### src/rtl/hp_rd_chunk_sched.sv
// Huge-page read scheduler: splits a job into 4 KB-safe chunks, drains completions, then notifies.
// Optional statistics counters are enabled with `define HP_RD_SCHED_STATS_EN.
module hp_rd_chunk_sched #(
    parameter int CHUNK_QW        = 64,
    parameter int MAX_OUTSTANDING = 8
) (
    input  logic        trn_clk,
    input  logic        reset_n,
    input  logic        hp_valid,
    input  logic [63:0] hp_addr,
    input  logic [18:0] hp_len_qw,
    output logic        hp_ack,
    output logic        read_chunk,
    output logic [63:0] huge_page_addr,
    output logic [8:0]  qwords_to_rd,
    input  logic        read_chunk_ack,
    input  logic        chunk_cpl,
    output logic        send_huge_page_rd_completed,
    input  logic        send_huge_page_rd_completed_ack,
    output logic        cpl_err
`ifdef HP_RD_SCHED_STATS_EN
    ,
    output logic [31:0] chunks_issued,
    output logic [31:0] jobs_done
`endif
);

    typedef enum logic [2:0] {
        IDLE, ISSUE, UPDATE, DRAIN, NOTIFY, DONE
    } state_t;

    localparam logic [18:0] CHUNK19 = 19'(CHUNK_QW);
    localparam logic [8:0]  CHUNK9  = 9'(CHUNK_QW);
    localparam logic [4:0]  MAX_OUT = 5'(MAX_OUTSTANDING);

    state_t      state;
    state_t      state_nxt;
    logic [63:0] addr;
    logic [18:0] remaining;
    logic [4:0]  outstanding;
    logic [9:0]  to_bnd;
    logic [8:0]  cap;

    // Chunk length is derived from the registered address/remaining, so it
    // stays stable for as long as the ISSUE handshake is pending.
    always_comb begin
        to_bnd = 10'd512 - {1'b0, addr[11:3]};
        cap    = (remaining > CHUNK19) ? CHUNK9 : remaining[8:0];
        if ({1'b0, cap} > to_bnd) begin
            qwords_to_rd = to_bnd[8:0];
        end else begin
            qwords_to_rd = cap;
        end
    end

    assign huge_page_addr = addr;

    always_comb begin
        state_nxt                   = state;
        read_chunk                  = 1'b0;
        send_huge_page_rd_completed = 1'b0;
        hp_ack                      = 1'b0;
        unique case (state)
            IDLE: begin
                if (hp_valid) begin
                    state_nxt = (hp_len_qw != 19'd0) ? ISSUE : DRAIN;
                end
            end
            ISSUE: begin
                read_chunk = (outstanding < MAX_OUT);
                if (read_chunk && read_chunk_ack) begin
                    state_nxt = UPDATE;
                end
            end
            UPDATE: begin
                if (remaining != {10'd0, qwords_to_rd}) begin
                    state_nxt = ISSUE;
                end else begin
                    state_nxt = DRAIN;
                end
            end
            DRAIN: begin
                if (outstanding == 5'd0) begin
                    state_nxt = NOTIFY;
                end
            end
            NOTIFY: begin
                send_huge_page_rd_completed = 1'b1;
                if (send_huge_page_rd_completed_ack) begin
                    state_nxt = DONE;
                end
            end
            DONE: begin
                hp_ack    = 1'b1;
                state_nxt = IDLE;
            end
            default: state_nxt = IDLE;
        endcase
    end

    always_ff @(posedge trn_clk or negedge reset_n) begin
        if (!reset_n) begin
            state       <= IDLE;
            addr        <= 64'd0;
            remaining   <= 19'd0;
            outstanding <= 5'd0;
            cpl_err     <= 1'b0;
        end else begin
            state <= state_nxt;
            if (state == IDLE && hp_valid) begin
                addr      <= hp_addr;
                remaining <= hp_len_qw;
            end else if (state == UPDATE) begin
                addr      <= addr + {52'd0, qwords_to_rd, 3'b000};
                remaining <= remaining - {10'd0, qwords_to_rd};
            end
            // A completion coinciding with the issue increment cancels it out.
            if (chunk_cpl) begin
                if (state != UPDATE) begin
                    if (outstanding == 5'd0) begin
                        cpl_err <= 1'b1;
                    end else begin
                        outstanding <= outstanding - 5'd1;
                    end
                end
            end else if (state == UPDATE) begin
                outstanding <= outstanding + 5'd1;
            end
        end
    end

`ifdef HP_RD_SCHED_STATS_EN
    always_ff @(posedge trn_clk or negedge reset_n) begin
        if (!reset_n) begin
            chunks_issued <= 32'd0;
            jobs_done     <= 32'd0;
        end else begin
            if (state == UPDATE) begin
                chunks_issued <= chunks_issued + 32'd1;
            end
            if (state == DONE) begin
                jobs_done <= jobs_done + 32'd1;
            end
        end
    end
`endif

endmodule
### config.mk
export PLATFORM = sky130hd
export DESIGN_NAME = hp_rd_chunk_sched
export DESIGN_NICKNAME = d
export VERILOG_FILES = /design/src/rtl/hp_rd_chunk_sched.sv
export SDC_FILE = /design/constraint.sdc
export NUM_CORES = 1
export LEC_CHECK = 0
export BUFFER_PORTS_ARGS = -buffer_cell sky130_fd_sc_hd__buf_2
export CAP_MARGIN = 20
export CELL_PAD_IN_SITES_DETAIL_PLACEMENT = 1
export CELL_PAD_IN_SITES_GLOBAL_PLACEMENT = 1
export CORE_ASPECT_RATIO = 0.9
export CORE_MARGIN = 8
export CORE_UTILIZATION = 40
export CTS_CLUSTER_DIAMETER = 80
export DETAILED_ROUTE_END_ITERATION = 6
export PLACE_DENSITY = 0.79
export SYNTH_ARGS = -nofsm -noshare
export SYNTH_HDL_FRONTEND = slang
export SYNTH_SLANG_ARGS = --single-unit
### constraint.sdc
create_clock -name trn_clk -period 7.4 [get_ports trn_clk]
set_input_delay 0.74 -clock trn_clk [delete_from_list [all_inputs] [get_ports trn_clk]]
set_output_delay 0.74 -clock trn_clk [all_outputs]
set_load 0.03 [all_outputs]
---- After elaboration in Yosys (flattened, before gate mapping) ----
Index checks and enable logic that the tools add are counted.
word-level totals
  logic and storage cells ................. 56
  RAM bits ................................ 0
  bits in read-only memories .............. 0
  bits in latches ......................... 0
  memories kept ........................... 0
  flip-flop bits (word level) ............. 92
  output and inout port bits .............. 77
operators by class
  $lt $le $gt $ge ......................... 3
  multiplexer cells ....................... 20
  div/mod/pow operators ................... 0
  reduce and logical (&&, ||, !) cells .... 10
  $mul .................................... 0
  equality and inequality tests ........... 13
  shift-type cells ........................ 0
  bitwise logic cells ..................... 0
  add/subtract/negate cells ............... 5
operators by type and width
  kind                                                  count
  2-to-1 mux 64 bit                                     2
  adder 64 x 12 -> 64 bit                               1
  2-to-1 mux 19 bit                                     2
  2-to-1 mux 5 bit                                      4
  > comparator 19 x 7 -> 1 bit (second input constant)  1
  != test 19 x 9 -> 1 bit                               1
  nonzero test 19 bit                                   1
  subtractor 19 x 9 -> 19 bit                           1
  2-to-1 mux 9 bit                                      2
  case mux 3 bit (5 select lines)                       1
  2-to-1 mux 3 bit                                      4
  > comparator 9 x 10 -> 1 bit                          1
  != test 2 bit (second input constant)                 5
  subtractor 10 x 9 -> 10 bit (first input constant)    1
  equality test 3 x 2 -> 1 bit (second input constant)  2
  equality test 3 bit (second input constant)           2
  AND reduction 3 bit                                   2
  adder 5 x 1 -> 5 bit (second input constant)          1
  logical NOT 5 bit                                     1
  < comparator 5 x 4 -> 1 bit (second input constant)   1
  subtractor 5 x 1 -> 5 bit (second input constant)     1
  2-to-1 mux 2 bit                                      2
  AND reduction 4 bit                                   1
  nonzero test 2 bit                                    2
  6 further kinds                                       9

---- Logic depth before layout (Yosys ltp) ----
  depth after elaboration ................. 7
  mapped depth ............................ 26

---- Worst setup path after synthesis ----
Ideal clock, no wire load.
  kind .................................... register to register
  from .................................... reg remaining[11]
  to ...................................... reg addr[50] (netlist: huge_page_addr[50])
  clock period less this slack ............ 6.371 ns
  data arrival time ....................... 6.245 ns
  cell stages (with the launch flop) ...... 24
  setup slack ............................. 1.029 ns
  setup time .............................. 0.126 ns
  cells stage by stage .................... dfrtp_1 -> or4_1 -> or4_4 -> nor4_4 -> nand2_1 -> a21oi_2 -> nand2_1 -> inv_1 -> ha_1 -> nand2_1 -> nor2_1 -> o21ai_0 -> o2111ai_1 -> nand3_1 -> a21oi_1 -> clkbuf_1 -> mux2i_1 -> ha_1 -> a21o_1 -> a211o_1 -> o31ai_1 -> nor4_1 -> and3_1 -> a221o_1
on the way
  cells in the longest elaborated chain, start to end .. 7
RTL lines
  element                           line  RTL
  from (decl)                       39    logic [18:0] remaining;
  from (signal assigned)            112   remaining <= hp_len_qw;
  from (signal assigned)            115   remaining <= remaining - {10'd0, qwords_to_rd};
  > comparator 19 x 7 -> 1 bit (*)  48    cap = (remaining > CHUNK19) ? CHUNK9 : remaining[8:0];
  2-to-1 mux 9 bit (*)              48
  > comparator 9 x 10 -> 1 bit      49    if ({1'b0, cap} > to_bnd) begin
  2-to-1 mux 9 bit (*)              49
  named net qwords_to_rd[6]         15    output logic [8:0] qwords_to_rd,
  adder 64 x 12 -> 64 bit (*)       114   addr <= addr + {52'd0, qwords_to_rd, 3'b000};
  2-to-1 mux 64 bit (*)             113   end else if (state == UPDATE) begin
  2-to-1 mux 64 bit (*)             110   if (state == IDLE && hp_valid) begin
  to (signal assigned)              111   addr <= hp_addr;
  to (signal assigned)              114
  to (decl)                         38    logic [63:0] addr;
Mark *: on every way through the listed nets, which the timed path passes. The rest lies on a longest branch. The select of a mux whose other input is x is not followed.
A chain may end at the register's enable or synchronous reset.

---- Worst setup path in the final report ----
  from .................................... reg remaining[9]
  to ...................................... reg addr[47] (netlist: huge_page_addr[47])
on the way
  cells in the longest elaborated chain, start to end .. 7
RTL lines
  element                           line
  > comparator 19 x 7 -> 1 bit (*)  48
  2-to-1 mux 9 bit (*)              48
  > comparator 9 x 10 -> 1 bit      49
  2-to-1 mux 9 bit (*)              49
  adder 64 x 12 -> 64 bit (*)       114
  2-to-1 mux 64 bit (*)             113
  2-to-1 mux 64 bit (*)             110
Mark *: on every way between the ends. The rest lies on a longest branch, timed or not. The select of a mux whose other input is x is not followed.

==> flow_metrics.env <==
export IMPL_status="complete, no violations"
export IMPL_hold_viol_final=0
export IMPL_clock_latency_ns=0.36
export IMPL_synthFlopType="dfrtp_1"
export IMPL_seq_area_frac_synth=0.357
export IMPL_final_cells=1138
export IMPL_worstPathMaxFanout=15
export IMPL_vias=6600
export IMPL_timing_fmax_ghz=0.158
export IMPL_synth_simple_gate_area_frac=0.254
export IMPL_slew_viol_final=0
export IMPL_cts_repair_resized=0
export IMPL_cp_start_kind="flip-flop"
export IMPL_synth_edf_count=0
export IMPL_ant_nets=0
export IMPL_core_um2=16000
export IMPL_die_area_um2=20500
export IMPL_nNetsFinal=1049
export IMPL_max_vdd_ir_drop_mv=0.238
export IMPL_first_pass_iters=5
export IMPL_grt_pass1_wl_mm=37.3
export IMPL_synthXorXnorAreaFrac=0.0543
export IMPL_fin_crit_ns=6.33
export IMPL_clock_skew_ns=0.00990
export IMPL_track_usage=0.230
export IMPL_synth_top_family_by_area="simple AND/OR/NAND/NOR gates"
export IMPL_rsz0062_at_grt="no"
export IMPL_tns_ns=0
export IMPL_postCtsSetupBuffers=0
export IMPL_cts_tree="done"
export IMPL_yosysTopAreaCellShare=0.357
export IMPL_worst_setup_path_type="flip-flop to flip-flop"
export IMPL_wirelength_mm=23.3
export IMPL_routedWlPerCell_um=20.5
export IMPL_dp_cells=1121
export IMPL_vias_per_cell=5.80
export IMPL_syn_area_um2=6460
export IMPL_muxShareOfSynthArea=0.0264
export IMPL_ys_warn_count=0
export IMPL_post_place_ws_ns=1.14
export IMPL_die_w_um=150
export IMPL_cts_max_path_buffers=2
export IMPL_gp_congestion=0.896
export IMPL_drt_initial_drc_count=436
export IMPL_first_global_vias=6868
export IMPL_synth_cells=771
export IMPL_path_clk_slew_ns=0.07
export IMPL_synth_most_common_cell="nand2_1"
export IMPL_clock_sinks=92
export IMPL_ioPinCount=166
export IMPL_final_area_um2=7810
export IMPL_rows=44
export IMPL_cts_htree_levels=3
export IMPL_numCtsBuffers=9
export IMPL_arrival_ns=6.56
export IMPL_dpl_hpwl_mm=17.6
export IMPL_setup_violations=0
export IMPL_synth_common_cells="nand2_1 (117), dfrtp_1 (92), o21ai_0 (54)"
export IMPL_die_h_um=137
export IMPL_setup_ws_ns=1.07
export IMPL_hold_class="input port to asynchronous set/reset pin"
export IMPL_cts_root_buf="clkbuf_16"
export IMPL_p_total_mw=3.87
export IMPL_endpoint_kind="flip-flop"
export IMPL_relSlewSlack=0.419
export IMPL_io_buffers=165
export IMPL_hold_buffers=0
export IMPL_synth_area_leaders="dfrtp_1 (36%), nand2_1 (6.8%), ha_1 (6.0%), o21ai_0 (4.2%), nand3_1 (3.7%)"
export IMPL_synth_top_cell_by_area="dfrtp_1"
export IMPL_drc=0
export IMPL_antenna_found_initial=0
export IMPL_place_area_um2=7490
export IMPL_grt_overflow_total=0
export IMPL_maxCapViolCount=0
export IMPL_floorplan_initialDensity=0.404
export IMPL_tightestPinTransition_ns=0.865
export IMPL_powerDensity_nw_per_um2=496
export IMPL_synthAdderAreaFrac=0.0694
export IMPL_synth_seq_cells=92
export IMPL_fin_crit_sh=0.855
export IMPL_synth_compound_area_frac=0.205
export IMPL_async_reset_ff_frac=1.00
export IMPL_p_leak_nw=3.53
export IMPL_grt_max_degree=75
export IMPL_insertedDiodeCount=0
export IMPL_avgSynthCellArea_um2=8.38
export IMPL_drive_gt1_frac=0.224
export IMPL_cp_data_required_time_ns=7.63
export IMPL_area_growth_pct=20.9
export IMPL_synth_cell_type_count=55
## cell families (layout without fill, tap and decap cells)
group	after synthesis	in the layout
muxes	16	16
DFF	92	92
xor gates and xnor gates	40	40
buffers and inverters	59	218
AOI/OAI and AO/OA	195	195
other	1	2
adders and majority gates	34	34
and+or+nand+nor	334	334
## placed cells by master (no fill, tap or decap), types with 25 or more instances in the layout
| cell | Yosys | layout |
|---|---|---|
| o21ai_0 | 54 | 54 |
| buf_2 | 2 | 164 |
| nor2_1 | 47 | 47 |
| inv_1 | 28 | 28 |
| nand3_1 | 48 | 48 |
| dfrtp_1 | 92 | 92 |
| ha_1 | 31 | 31 |
| xor2_1 | 27 | 27 |
| a21oi_1 | 25 | 25 |
| nand2_1 | 117 | 117 |
## path summary, 6_finish.rpt
path	from	depth (start not counted)	slack, ns	to
max in group asynchronous	reset_n	3	6.15	huge_page_addr[63]
hold reg to reg	cpl_err	1	0.47	cpl_err
hold / removal	reset_n	1	0.25	state[1]
setup / recovery	remaining[9]	24	1.07	huge_page_addr[47]
min in group trn_clk	cpl_err	1	0.47	cpl_err
setup reg to reg	remaining[9]	24	1.07	huge_page_addr[47]
## power by group
group          internal (mW)  total [mW]  switching (mW)
clock                  0.249       0.464           0.216
sequential             0.739        1.07           0.333
combinational          0.844        2.34            1.49
## critical path, stage by stage, from the launching register on
cell       delay (ns)
dfrtp_1          0.47
or4_1            0.57
or4_4            0.49
nor4_4           0.23
nand2_1          0.16
a21oi_2          0.26
nand2_1          0.13
inv_1            0.07
ha_1             0.15
nand2_1          0.07
nor2_1           0.15
o21ai_0          0.10
o2111ai_1        0.10
nand3_1          0.12
a21oi_1          0.13
buf_4            0.25
mux2i_1          0.35
ha_1             0.29
fa_1             0.23
a21oi_1          0.09
o21ai_0          0.26
nor2_1           0.18
nor2_1           0.43
nand4_1          0.41
o311ai_0         0.50
## registers in the layout (all words and copies together), names as in the netlist
name / flops
huge_page_addr: 64
outstanding: 5
state: 3
cpl_err: 1
remaining: 19
## metrics by stage
step / hold WS, ns / utilization
6_report: 0.252 / 0.489
5_1_grt: 0.264 / 0.489
4_1_cts: 0.250 / 0.487
3_5_place_dp: 0.457 / 0.469
3_3_place_gp: 0.447 / 0.469
2_1_floorplan: 0.444 / -
## cell type report
class / count / area [µm²]
Fill cell: 1998 / 8160
Inverter: 28 / 105
Clock buffer: 12 / 256
Sequential cell: 92 / 2300
Clock inverter: 4 / 32.5
Timing Repair Buffer: 174 / 916
Multi-Input combinational cell: 621 / 3940
Tap cell: 207 / 259
## routing by layer
metal  track usage  vias to the layer above  part of all wire
met1         0.300                     3245              0.46
met4        0.0521                        0            0.0090
li1              -                     3165                 -
met3        0.0645                       16             0.068
met2         0.372                      174              0.47
met5             0                        -                 0
Power figures use the tool's default switching activity.
